<file path="src/rtl/mux_rr_sel.sv">
// rtl/mux_rr_sel.sv - round-robin select sequencer for a 4:1 mux (optional grant lock: MUX_RR_LOCK_EN)
module mux_rr_sel #(
    parameter logic [1:0] START_PTR = 2'd0
) (
    input  logic       clk,
    input  logic       rst_n,
    input  logic [3:0] req,
    input  logic       ready,
`ifdef MUX_RR_LOCK_EN
    input  logic       lock,
`endif
    output logic [1:0] sel,
    output logic [3:0] gnt,
    output logic       valid,
    output logic [3:0] ack
);

    typedef enum logic {
        IDLE  = 1'b0,
        GRANT = 1'b1
    } state_t;

    state_t     state_q, state_d;
    logic [1:0] sel_q, sel_d;
    logic [3:0] gnt_q, gnt_d;
    logic       valid_q, valid_d;
    logic [1:0] ptr_q, ptr_d;

    logic [1:0] win;
    logic       found;
    logic       hold_lock;

    // Winner: first requesting channel scanning ptr, ptr+1, ... modulo 4.
    always_comb begin
        win   = ptr_q;
        found = 1'b0;
        for (int i = 0; i < 4; i++) begin
            if (!found && req[ptr_q + 2'(i)]) begin
                win   = ptr_q + 2'(i);
                found = 1'b1;
            end
        end
    end

    // A locked handshake keeps the current channel granted with no bubble.
    always_comb begin
        hold_lock = 1'b0;
`ifdef MUX_RR_LOCK_EN
        hold_lock = lock & req[sel_q];
`endif
    end

    // Next-state: grant on request, release on handshake or withdrawal, hold while stalled.
    always_comb begin
        state_d = state_q;
        sel_d   = sel_q;
        gnt_d   = gnt_q;
        valid_d = valid_q;
        ptr_d   = ptr_q;
        case (state_q)
            IDLE: begin
                if (|req) begin
                    state_d = GRANT;
                    sel_d   = win;
                    gnt_d   = 4'(1) << win;
                    valid_d = 1'b1;
                end
            end
            GRANT: begin
                if (ready) begin
                    // Transfer completes; ready wins over a same-cycle withdrawal.
                    if (!hold_lock) begin
                        state_d = IDLE;
                        gnt_d   = 4'b0000;
                        valid_d = 1'b0;
                        ptr_d   = sel_q + 2'd1;
                    end
                end else if (!req[sel_q]) begin
                    // Abandoned grant: no ack and the pointer stays put.
                    state_d = IDLE;
                    gnt_d   = 4'b0000;
                    valid_d = 1'b0;
                end
            end
            default: begin
                state_d = IDLE;
                gnt_d   = 4'b0000;
                valid_d = 1'b0;
            end
        endcase
    end

    // State and output registers; reset acts immediately, even mid-transfer.
    always_ff @(posedge clk or negedge rst_n) begin
        if (!rst_n) begin
            state_q <= IDLE;
            sel_q   <= 2'd0;
            gnt_q   <= 4'b0000;
            valid_q <= 1'b0;
            ptr_q   <= START_PTR;
        end else begin
            state_q <= state_d;
            sel_q   <= sel_d;
            gnt_q   <= gnt_d;
            valid_q <= valid_d;
            ptr_q   <= ptr_d;
        end
    end

    assign sel   = sel_q;
    assign gnt   = gnt_q;
    assign valid = valid_q;
    assign ack   = gnt_q & {4{ready}};

endmodule

</file>
<file path="config.mk">
export PLATFORM = sky130hd
export DESIGN_NAME = mux_rr_sel
export DESIGN_NICKNAME = d
export VERILOG_FILES = /design/src/rtl/mux_rr_sel.sv
export SDC_FILE = /design/constraint.sdc
export NUM_CORES = 1
export LEC_CHECK = 0
export ABC_AREA = 1
export BUFFER_PORTS_ARGS = -buffer_cell sky130_fd_sc_hd__buf_2
export CAP_MARGIN = 20
export CORE_ASPECT_RATIO = 1.1
export CORE_MARGIN = 2
export CORE_UTILIZATION = 56
export CTS_BUF_LIST = sky130_fd_sc_hd__clkbuf_2
export CTS_CLUSTER_SIZE = 16
export DETAILED_ROUTE_END_ITERATION = 8
export PLACE_DENSITY = 0.81
export SETUP_SLACK_MARGIN = 0.05
export SYNTH_ARGS = -nofsm -noshare
export SYNTH_HDL_FRONTEND = slang
export SYNTH_SLANG_ARGS = --single-unit
</file>
<file path="constraint.sdc">
create_clock -name clk -period 1.8 [get_ports clk]
set_clock_uncertainty 0.05 [all_clocks]
set_input_delay 0.36 -clock clk [delete_from_list [all_inputs] [get_ports clk]]
set_output_delay 0.36 -clock clk [all_outputs]
set_load 0.01 [all_outputs]
</file>
==> flow_summary.yaml <==
outcome:
  status: "finished clean"
yosys:
  synth_adder_area_share: 0
  yosys.area_share.simple: 0.5781
  syn_area_um2: 904.6
  avgSynthCellArea_um2: 6.282
  netlist-cell-type-count: 20
  synth_compound_area_frac: 0.03596
  synth_mux_area_frac: 0
  synthXorXnorAreaFrac: 0.009682
  postSynthCellCount: 144
  yosys_warnings: 0
  syn_nets: 151
  synth-seq-cells: 10
  ys_seq_area_frac: 0.2766
  synth_top_family_by_area: "simple AND/OR/NAND/NOR gates"
drt:
  drc: 0
  antenna_left: 0
  drt_iter0_drc: 14
  dr.pass1.iters: 4
  drt_wl_total_um: 2117
  viasPerCell: 5.265
  vias: 974
  wl_per_cell_um: 11.44
place:
  dp_hpwl_um: 1644
  portBuffers: 17
  gp_congestion: 0.8784
floorplanning:
  die_area_mm2: 0.001953
  row_count: 15
  core-area_mm2: 0.001539
  start_util: 0.5878
  die_w_um: 42.32
  io_pins: 18
  die_h_um: 46.16
pwr:
  total_power_uw: 1973
  peakVddDrop_mv: 0.8911
  power_leakage_uw: 0.0006705
  power.density_mw_per_mm2: 1853
layout:
  final_cell_mix: "nand2_1, buf_2, nand3_1, inv_1"
  diodes: 0
  layout_commonest_cell: "nand2_1"
  syn_to_final_growth_pct: 17.70
  drive_above_1_share: 0.3095
  nets: 177
  post-route-util: 0.6919
clock_network:
  path_clk_slew_ns: 0.10
  cts_buffer_depth: 2
  htreeDepth: 1
  cts_inserted_buffers: 3
  cts_num_sinks: 10
  clockRootBuffer: "clkbuf_2"
  clk_latency_ns: 0.24
  tritoncts: "yes"
worst_setup_path:
  worstPathMaxFanout: 6
  worstPathArrival_ns: 1.72
  cp-start-kind: "flop"
  required_ns: 1.88
  setup.worst_path.class: "flop to flop"
  crit_path_end_kind: "flop"
sta:
  min_period_ns: 1.641
  hold_viol: 0
  rsz0062_at_grt: "no"
  slew_headroom: 0.8039
  fin_setup_tns_ns: 0
  setup_viol: 0
  worstMarginPinSlew_ns: 0.2935
  max_freq_ghz: 0.6095
  drv_slew: 0
  fin_crit_sh: 0.9115
grt:
  grt_pass1_vias: 865
  grt_pass1_wl_um: 3450
  grt-ovfl-total: 0
  antenna_found_initial: 0
  grt_max_degree: 14
  grt_usage: 0.2275
job:
  drv_cap: 0
worst_hold_path:
  hold_class: "flop to flop"
-- layer usage --
metal / part of all wire / vias up / global-route usage / routed length, um
met5: 0 / - / 0 / 0
met4: 0.028 / 0 / 0.09375 / 59
met3: 0.028 / 6 / 0.01176 / 60
met2: 0.50 / 23 / 0.4369 / 1066
met1: 0.44 / 451 / 0.2668 / 931
li1: - / 494 / - / -
-- state kept, by name (all words and copies together) (netlist names) --
name	cells
gnt	4
sel	2
state_q	1
valid	1
ptr_q	2
-- cells in the mapped netlist --
library cell	number	area, um^2
inv_4	1	6.260
nand2_1	75	281.5
nor2_2	1	6.260
nor2_1	3	11.26
nand2_2	6	37.54
inv_2	2	7.510
a21oi_1	1	5.000
clkinv_2	1	5.000
nand2_4	6	67.56
buf_6	2	22.52
nand3_1	12	60.06
xnor2_1	1	8.760
buf_4	1	7.510
dfrtp_1	10	250.2
inv_1	11	41.29
nor2_4	2	22.52
nand4_1	1	6.260
nand3_2	3	30.03
o21ai_0	4	20.02
o211ai_1	1	7.510
-- cells by family (layout without fill, tap and decap cells) --
group                  after synthesis  in the layout
AND/OR/NAND/NOR                    109            109
buffers and inverters               18             42
flip-flops                          10             10
AO/OA/AOI/OAI                        6              6
XOR/XNOR                             1              1
-- final timing paths --
| kind | from | to | slack [ns] | cells past startpoint |
|---|---|---|---|---|
| min in group asynchronous | rst_n | state_q | 0.46 | 2 |
| worst max register to register | ptr_q[0] | gnt[0] | 0.16 | 13 |
| worst min register to register | valid | valid | 0.44 | 2 |
| max in group asynchronous | rst_n | ptr_q[0] | 1.04 | 2 |
| worst min-delay path | valid | valid | 0.44 | 2 |
| worst max-delay path | ptr_q[0] | gnt[0] | 0.16 | 13 |
-- report_power, final --
part / total, uW / internal, uW / switching [uW]
sequential: 438 / 324 / 114
combinational: 1420 / 508 / 912
clock: 115 / 45.5 / 69.1
-- per-stage QoR --
stage	instances	hold WS, ns	instance area [um^2]	setup slack [ns]
4_1_cts	182	0.4341	1028	0.08701
3_3_place_gp	178	0.1781	1003	0.1262
5_1_grt	185	0.4529	1065	0.06699
6_report	185	0.4423	1065	0.1593
2_1_floorplan	144	0.01441	904.6	0.2928
3_5_place_dp	178	0.1779	1003	0.1085
-- critical path: stages (launching register included) --
cell	delay, ns
dfrtp_2	0.45
buf_6	0.14
nand2_1	0.07
nand2_2	0.08
nand2_1	0.11
nand2_2	0.10
nand2_4	0.09
clkinv_2	0.06
nand2_4	0.07
nand2_2	0.05
nand2_2	0.08
nor2_4	0.04
nand2_1	0.08
nand2_1	0.05
-- timing repair --
item | CTS | global route
gates resized for setup | 0 | 7
setup buffers | 0 | 2
endpoints found under the hold margin | 10 | 0
setup endpoints to repair | 0 | 6
hold buffers | 1 | 0
-- final cells by class --
| type | count | area, um^2 |
|---|---|---|
| Clock buffer | 3 | 15.01 |
| Sequential cell | 10 | 252.7 |
| Inverter | 15 | 65.06 |
| Multi-Input combinational cell | 116 | 569.3 |
| Timing Repair Buffer | 24 | 141.4 |
| Fill cell | 142 | 474.2 |
| Tap cell | 17 | 21.27 |
No activity file was read; power rests on OpenSTA's default activity.
